File: src/rtl/risc4_pkg.sv
// ============================================================================
// Module   : risc4_pkg
// Brief    : Shared R-type encoding constants and the alu -> funct mapping
//            used by both the issue-side encoder and the CONTROL decoder.
// Revision : 1.0 - initial release
// ============================================================================
`default_nettype none

package risc4_pkg;

    localparam logic [3:0] OPC_RTYPE = 4'b1100;

    localparam logic [2:0] ALU_AND = 3'b000;
    localparam logic [2:0] ALU_OR  = 3'b001;
    localparam logic [2:0] ALU_ADD = 3'b010;
    localparam logic [2:0] ALU_SLL = 3'b011;
    localparam logic [2:0] ALU_SUB = 3'b100;
    localparam logic [2:0] ALU_SRL = 3'b101;
    localparam logic [2:0] ALU_MUL = 3'b110;
    localparam logic [2:0] ALU_XOR = 3'b111;

    localparam logic [3:0] FUNCT_ADD = 4'b0000;
    localparam logic [3:0] FUNCT_SUB = 4'b0001;
    localparam logic [3:0] FUNCT_OR  = 4'b0010;
    localparam logic [3:0] FUNCT_AND = 4'b0011;
    localparam logic [3:0] FUNCT_SLL = 4'b0100;
    localparam logic [3:0] FUNCT_SRL = 4'b0101;
    localparam logic [3:0] FUNCT_MUL = 4'b0110;
    localparam logic [3:0] FUNCT_XOR = 4'b0111;

    // Every 3-bit code is legal, so funct[3] never gets set.
    function automatic logic [3:0] alu_to_funct(input logic [2:0] alu);
        logic [3:0] funct;
        case (alu)
            ALU_ADD: funct = FUNCT_ADD;
            ALU_SUB: funct = FUNCT_SUB;
            ALU_OR:  funct = FUNCT_OR;
            ALU_AND: funct = FUNCT_AND;
            ALU_SLL: funct = FUNCT_SLL;
            ALU_SRL: funct = FUNCT_SRL;
            ALU_MUL: funct = FUNCT_MUL;
            default: funct = FUNCT_XOR;
        endcase
        return funct;
    endfunction

endpackage

`default_nettype wire

File: src/rtl/instr_fifo.sv
// ============================================================================
// Module   : instr_fifo
// Brief    : Generic DEPTH x WIDTH synchronous FIFO with flush and occupancy
//            count; no input-to-output bypass.
// Revision : 1.0 - initial release
// ============================================================================
`default_nettype none

module instr_fifo #(
    parameter int DEPTH = 4,
    parameter int WIDTH = 17
) (
    input  logic                     clk,
    input  logic                     reset,
    input  logic                     flush,
    input  logic                     in_valid,
    output logic                     in_ready,
    input  logic [WIDTH-1:0]         in_data,
    output logic                     out_valid,
    input  logic                     out_ready,
    output logic [WIDTH-1:0]         out_data,
    output logic [$clog2(DEPTH):0]   out_count
);

    localparam int AW = $clog2(DEPTH);
    localparam int CW = AW + 1;
    localparam logic [CW-1:0] C_DEPTH = CW'(DEPTH);

    logic [WIDTH-1:0] r_mem [DEPTH];
    logic [AW-1:0]    r_wr_ptr;
    logic [AW-1:0]    r_rd_ptr;
    logic [CW-1:0]    r_count;

    logic w_push;
    logic w_pop;

    assign in_ready  = (r_count != C_DEPTH);
    assign out_valid = (r_count != '0);
    assign out_count = r_count;
    assign out_data  = out_valid ? r_mem[r_rd_ptr] : '0;

    assign w_push = in_valid && in_ready;
    assign w_pop  = out_valid && out_ready;

    // Pointers are exactly AW bits, so wrap modulo DEPTH comes for free.
    always_ff @(posedge clk) begin
        if (reset || flush) begin
            r_wr_ptr <= '0;
            r_rd_ptr <= '0;
            r_count  <= '0;
        end else begin
            if (w_push) r_wr_ptr <= r_wr_ptr + AW'(1);
            if (w_pop)  r_rd_ptr <= r_rd_ptr + AW'(1);
            case ({w_push, w_pop})
                2'b10:   r_count <= r_count + CW'(1);
                2'b01:   r_count <= r_count - CW'(1);
                default: r_count <= r_count;
            endcase
        end
    end

    always_ff @(posedge clk) begin
        if (w_push && !flush && !reset) begin
            r_mem[r_wr_ptr] <= in_data;
        end
    end

endmodule

`default_nettype wire

File: src/rtl/instr_encoder.sv
// ============================================================================
// Module   : instr_encoder
// Brief    : Encodes ALU requests into R-type words and buffers them in a FIFO.
//            Define INSTR_ENC_STATS_EN to add the 16-bit issue_count output.
// Revision : 1.0 - initial release
// ============================================================================
`default_nettype none

module instr_encoder
    import risc4_pkg::*;
#(
    parameter int DEPTH  = 4,
    parameter int REG_AW = 3
) (
    input  logic                      clk,
    input  logic                      reset,
    input  logic                      flush,
    input  logic                      in_valid,
    output logic                      in_ready,
    input  logic [2:0]                in_alu,
    input  logic [REG_AW-1:0]         in_rd,
    input  logic [REG_AW-1:0]         in_rs1,
    input  logic [REG_AW-1:0]         in_rs2,
    output logic                      out_valid,
    input  logic                      out_ready,
    output logic [8+3*REG_AW-1:0]     out_instr,
    output logic [$clog2(DEPTH):0]    out_count
`ifdef INSTR_ENC_STATS_EN
    ,
    output logic [15:0]               issue_count
`endif
);

    localparam int IW = 8 + 3 * REG_AW;

    logic [IW-1:0] w_instr;

    assign w_instr = {OPC_RTYPE, alu_to_funct(in_alu), in_rd, in_rs1, in_rs2};

    instr_fifo #(
        .DEPTH (DEPTH),
        .WIDTH (IW)
    ) u_fifo (
        .clk       (clk),
        .reset     (reset),
        .flush     (flush),
        .in_valid  (in_valid),
        .in_ready  (in_ready),
        .in_data   (w_instr),
        .out_valid (out_valid),
        .out_ready (out_ready),
        .out_data  (out_instr),
        .out_count (out_count)
    );

`ifdef INSTR_ENC_STATS_EN
    logic        w_pop;
    logic [15:0] r_issue_count;

    // A pop coinciding with flush is discarded, so it is not counted.
    assign w_pop = out_valid && out_ready && !flush;

    always_ff @(posedge clk) begin
        if (reset) begin
            r_issue_count <= '0;
        end else if (w_pop) begin
            r_issue_count <= r_issue_count + 16'd1;
        end
    end

    assign issue_count = r_issue_count;
`endif

endmodule

`default_nettype wire

File: config.mk
export PLATFORM = sky130hd
export DESIGN_NAME = instr_encoder
export DESIGN_NICKNAME = d
export VERILOG_FILES = /design/src/rtl/risc4_pkg.sv /design/src/rtl/instr_fifo.sv /design/src/rtl/instr_encoder.sv
export SDC_FILE = /design/constraint.sdc
export NUM_CORES = 1
export LEC_CHECK = 0
export BUFFER_PORTS_ARGS = -buffer_cell sky130_fd_sc_hd__buf_4
export CORE_ASPECT_RATIO = 0.75
export CORE_MARGIN = 10
export CORE_UTILIZATION = 51
export DETAILED_ROUTE_END_ITERATION = 10
export PLACE_DENSITY = 0.73
export SYNTH_ARGS = -nofsm -noshare
export SYNTH_HDL_FRONTEND = slang
export SYNTH_SLANG_ARGS = --single-unit
export TNS_END_PERCENT = 20
File: constraint.sdc
create_clock -name clk -period 2.6 [get_ports clk]
set_input_delay 0.13 -clock clk [delete_from_list [all_inputs] [get_ports clk]]
set_output_delay 0.13 -clock clk [all_outputs]
set_load 0.03 [all_outputs]
==> results of run 1 <==
## tightest hold or removal path: stages
cell	delay, ns
buf_4	0.08
nand4_1	0.08
o31ai_2	0.07
## state kept, by name, summed over array words and instances, names as in the netlist, named ones only
signal            count
u_fifo.r_wr_ptr       2
u_fifo.out_count      3
u_fifo.r_mem         48
u_fifo.r_rd_ptr       2
## power by group
part	leakage [nW]	internal (mW)	total, mW	switching, mW
sequential	0.507	1.00	1.01	0.00776
combinational	0.468	0.0791	0.184	0.104
clock	0.103	0.492	0.804	0.312
total	1.08	1.58	2.00	0.425
## Yosys cell counts (all sizes together), types with 3 or more instances
library cell   n
a21oi          3
and3           4
buf            8
dfxtp          9
edfxtp        48
ha             5
inv            8
mux4          12
nand2          4
nor2           4
nor2b         13
o21ai          4
## metrics by stage
stage	worst slack (ns)	hold WS [ns]	power (mW)
after global placement	0.2788	0.3290	1.201
after floorplan	0.002044	0.2289	1.143
after CTS	0.1142	0.05358	2.025
after global routing	0.01488	0.08753	2.077
final	0.1165	0.06996	2.000
after detailed placement	0.1244	0.3354	1.207
## layout make-up
type / instances / share of cell area
sequential: 57 / 0.5470
multi-input combinational: 68 / 0.2278
timing repair buffer: 46 / 0.1240
clock buffer: 13 / 0.05356
tap: 57 / 0.02404
clock inverter: 3 / 0.01350
inverter: 8 / 0.01012
## how the worst max path moves through the flow
stage                             start                  end  slack (ns)  depth (start not counted)
floorplan           u_fifo.out_count[0]  u_fifo.out_count[2]       0.002                         10
global placement    u_fifo.out_count[0]  u_fifo.out_count[2]        0.28                          9
detailed placement  u_fifo.out_count[0]  u_fifo.out_count[2]        0.12                          9
CTS                 u_fifo.out_count[0]  u_fifo.out_count[2]        0.11                          9
global route        u_fifo.out_count[0]  u_fifo.out_count[2]        0.01                          9
finish              u_fifo.out_count[0]  u_fifo.out_count[2]        0.12                          9
## routing by layer
layer  global-route usage  up-vias
li1                     -      613
met1               0.1108      658
met2               0.1987       36
met3              0.06488        5
met4              0.04286        0
met5                    0        -
## cell families after synthesis
logic type	after synthesis	synth area share
buffers and inverters	18	0.04088
DFF	57	0.6792
xor gates and xnor gates	3	0.01101
other	1	0.001571
muxes	14	0.1216
AOI/OAI and AO/OA	8	0.01991
and+or+nand+nor	33	0.08701
adders and majority gates	7	0.03878
==> impl_results.md, run 1 <==
* #FFs+latches synth at 57
* Worst-path maximum fanout at 7
* P&R area growth vs syn at 24.27%
* Worst VDD drop at 0.4533 mV
* Layout Nets at 213
* R2R setup slack at 0.12 ns
* PD cells at 674.2 nW/um2
* Post-synthesis sequential area ratio at 0.6792
* Crit-path leading delay family: simple AND/OR/NAND/NOR gates
* Ant. Diodes at 0
* CTS Buf Count at 9
* I/O pin count at 39
* Via count at 1312
* Max cap viols at 0
* Critical Path Most Common Cell: inv_1
* Initial Util at 0.5313
* Min Clock Period, post-route at 2.483 ns
* R2R depth at 9
* Critical R2R Capture: u_fifo.out_count[2]
* Worst Path Required at 2.85 ns
* GRT overflow at 0
* Clk Latency, worst-skew pair at 0.33 ns
* Wire length on met3 at 334 um
* CP Capture Type: register
* Cell Count, Final, Fillers Out at 252
* Critical path class: reg2reg
* Met1 WL at 1548 um
* IO buf count at 35
* Setup violations, final at 0
* Syn avg cell area at 16.93 um2
* Fin crit share at 0.9552
* GP Congestion at 0.7089
* First-pass GRT wire length at 6706 um
* Peak Freq at 402.7 MHz
* Worst path bufs/invs at 2
* Fin. Hold Viols at 0
* Final WL at 4185 um
* CP arrival at 2.74 ns
* DRT iter0 DRCs at 58
* Clk slew on worst S/H paths at 0.06 ns
* Dpl cells at 227
* Slew at the pin closest to its max-slew limit at 0.6235 ns
* # resized after CTS at 0
* Setup TNS at 0 ns
* # Post-CTS Setup Buffers at 0
* Ys Warns at 0
* Initial antenna violation count at 0
* Pin count of the biggest net entering global routing at 17
* FP Rows at 21
* Synth area leaders: edfxtp_1 (60%), mux4_2 (11%), dfxtp_1 (7.5%)
* Placed Area at 2678 um2
* Storage cell area at 1623 um2
* Multi-input combinational cell area at 675.6 um2
* Layout cells sized above 1 at 0.3744
* Post-DP HPWL at 2876 um
* Post-CTS Hold Fix Bufs at 9
* Commonest cells after routing, fill and taps aside: edfxtp_1 (48), buf_4 (37), nor2b_1 (13)
* Vias per cell at 5.206
* Number of global-route vias before repair at 1354
* Post-synth ARST share at 0
* Die Width at 99 um
* Hold Path Class: in2reg
* Fin area at 2967 um2
* Unrepaired setup endpoints after global routing: false
* CP peak stage delay at 0.43 ns
* Yosys top cell by area: edfxtp_1
* Die Area at 7846 um2
* WHS Path Cells at 3
* DRC viols at 0
* Total iterations of the first detailed-routing run at 4
* DRT antenna net count at 0
* Die Height at 79.25 um
* Worst R2R Start: u_fifo.out_count[0]
* Clk buf depth at 2
* Cells after synthesis at 141
* EDFF count, synth at 48
* CTS root buf: clkbuf_8
* Final Skew at 0.008539 ns
* Synth top area share at 0.6038
* Commonest non-fill, non-tap cell in the layout: edfxtp_1
* Number of fill cells at 308
* Critical hold path startpoint: in_valid
* Leakage power at 1.079 nW
* Slowest CP cell: or3b_4
* Critical path, cell by cell: or3b_4 > and2_4 > inv_1 > ha_1 > inv_1 > fa_1 > xor2_1 > or3_2 > a21oi_1
* Library cells used by synthesis at 30
* Status: complete, no violations
* CTS tree: built
* Met2 routed WL at 2245 um
* Final Slew Violations at 0
* Highest routed metal layer: met4
* Core ar. at 4493 um2
* Layout Utilization at 0.6603
* WHS Endpoint: u_fifo.r_wr_ptr[1]
* Synth Cell Area at 2387 um2
* Drt wl/cell at 16.61 um
* Post-synth top flop: edfxtp_1
* H-tree levels at 3
* Max_slew headroom at 0.5838
* Clock sinks at 57
* All-Layer GR Usage at 0.1140
* CP Launch Type: register
No activity file was read; power rests on OpenSTA's default activity.
==> inputs of run 2 (changes only) <==
Settings changed: CELL_PAD_IN_SITES_DETAIL_PLACEMENT from default to 0, CELL_PAD_IN_SITES_GLOBAL_PLACEMENT from default to 2, CORE_UTILIZATION 51 to 40, PLACE_DENSITY 0.73 to default, PLACE_DENSITY_LB_ADDON from default to 0.1.
==> run 2 against run 1 <==
Register-to-register slack gained 0.08 ns. Routed wire length grew 4.7%. Via count shrank 2.7%. Die area grew 21%. Hold slack gained 0.0041 ns. Flip-flop and latch count is the same. Clock-buffer cell count grew 1. Critical path type unchanged. Largest power group unchanged.
==> impl_results.md, run 2 (same netlist as run 1, synthesis figures left out) <==
* Status: complete, no violations
* CP peak stage delay at 0.43 ns
* Critical Path Most Common Cell: inv_1
* Die Width at 109.2 um
* Number of global-route vias before repair at 1337
* Leakage power at 1.088 nW
* Max FFs per register at 48
* Number of fill cells at 481
* PD cells at 681.4 nW/um2
* Die Height at 86.91 um
* Critical path, cell by cell: or3b_4 > and2_4 > inv_1 > ha_1 > inv_1 > fa_1 > xor2_1 > or3_2 > a21oi_1
* Final WL at 4380 um
* Pin count of the biggest net entering global routing at 17
* I/O pin count at 39
* Initial antenna violation count at 0
* CP arrival at 2.65 ns
* Grt met1 use at 0.1189
* Fin crit share at 0.9248
* Ant. Diodes at 0
* Unrepaired setup endpoints after global routing: false
* Die Area at 9490 um2
* Worst path bufs/invs at 2
* M3 GR Usage at 0.04734
* Initial Util at 0.4119
* Clk slew on worst S/H paths at 0.06 ns
* Worst Path Required at 2.85 ns
* Max_slew headroom at 0.5692
* Fin. Hold Viols at 0
* Vias per cell at 4.678
* Dpl cells at 248
* Final Skew at 0.007940 ns
* DRC viols at 0
* Via count at 1277
* Clk buf depth at 2
* Slowest CP cell: or3b_4
* Commonest cells after routing, fill and taps aside: edfxtp_1 (48), buf_4 (37), nor2b_1 (13), clkbuf_8 (13), mux4_2 (12)
* Clk Latency, worst-skew pair at 0.33 ns
* CTS root buf: clkbuf_8
* GRT overflow at 0
* Largest Register: u_fifo.r_mem
* Worst-path maximum fanout at 7
* CP Capture Type: register
* DRT antenna net count at 0
* Layout cells sized above 1 at 0.3795
* P&R area growth vs syn at 26.15%
* Cell Count, Final, Fillers Out at 273
* Critical path class: reg2reg
* IO buf count at 35
* Core ar. at 5796 um2
* CP Launch Type: register
* Setup violations, final at 0
* Post-DP HPWL at 2984 um
* CTS Buf Count at 9
* Min Clock Period, post-route at 2.405 ns
* Slew at the pin closest to its max-slew limit at 0.6453 ns
* Hold Path Class: in2reg
* Most used routing layer: met2
* Layout Nets at 213
* CTS tree: built
* GR Util met2 at 0.1533
* Peak Freq at 415.9 MHz
* Clock sinks at 57
* First-pass GRT wire length at 6906 um
* Crit-path leading delay family: simple AND/OR/NAND/NOR gates
* Total iterations of the first detailed-routing run at 4
* H-tree levels at 3
* FP Rows at 24
* Worst VDD drop at 0.4272 mV
* GP Congestion at 0.7061
* Drt wl/cell at 16.04 um
* DRT iter0 DRCs at 35
* # Post-CTS Setup Buffers at 0
* All-Layer GR Usage at 0.1007
* Commonest non-fill, non-tap cell in the layout: edfxtp_1
* Max cap viols at 0
* Setup TNS at 0 ns
* Final Slew Violations at 0
## run 2: cell types whose count changed in the layout (fill, tap and decap cells not counted), sizes merged
cell | previous run | this run
clkbuf | 13 | 14
clkinv | 2 | 1
## run 2: through the flow
step	hold slack, ns	power (mW)	utilization	area, um2	setup slack (ns)
after floorplan	0.2289	1.143	-	2396	0.002044
after global placement	0.3290	1.205	0.4665	2704	0.2606
after detailed placement	0.3349	1.209	0.4665	2704	0.1956
after CTS	0.05184	2.085	0.5196	3012	0.1819
after global routing	0.08874	2.141	0.5196	3012	0.006343
final	0.07403	2.052	0.5196	3012	0.1955
## run 2: area by class of cell
type                            count  area [um2]  share of cell area
Timing Repair Buffer               46       367.9              0.1221
Clock inverter                      2       35.03             0.01163
Tap cell                           78       97.59             0.03241
Clock buffer                       14       182.7             0.06066
Multi-Input combinational cell     68       675.6              0.2243
Inverter                            8       30.03            0.009971
Sequential cell                    57        1623              0.5388
## run 2: repair_timing
action / CTS / global route
gates resized for setup: 0 / 0
endpoints found under the setup margin: 0 / 0
hold buffers: 9 / 0
hold endpoints to repair: 36 / 0
## run 2: worst register-to-register path, stage by stage, from the launching register on
cell and delay, ns:
dfxtp_1 0.36, or3b_4 0.43, and2_4 0.20, inv_1 0.05, ha_1 0.16, inv_1 0.06
fa_1 0.37, xor2_1 0.15, or3_2 0.40, a21oi_1 0.14
## run 2: path summary, 6_finish.rpt
check / start / end / slack (ns) / depth (start not counted)
min reg2reg: u_fifo.r_rd_ptr[1] / u_fifo.r_rd_ptr[1] / 0.49 / 2
max reg2reg: u_fifo.out_count[0] / u_fifo.out_count[2] / 0.20 / 9
min: in_valid / u_fifo.r_wr_ptr[1] / 0.07 / 3
max: u_fifo.out_count[0] / u_fifo.out_count[2] / 0.20 / 9
## run 2: power breakdown
part | leakage, nW | switching, mW | total, mW | internal [mW]
Sequential | 0.507 | 0.00739 | 1.01 | 1.00
Clock | 0.113 | 0.310 | 0.855 | 0.546
Combinational | 0.468 | 0.106 | 0.185 | 0.0789
Total | 1.09 | 0.423 | 2.05 | 1.63
## run 2: metal layers
| layer | wire length (um) | part of all wire |
|---|---|---|
| met2 | 2082 | 0.48 |
| met1 | 1915 | 0.44 |
| met3 | 316 | 0.072 |
| met4 | 66 | 0.015 |
| met5 | 0 | 0 |
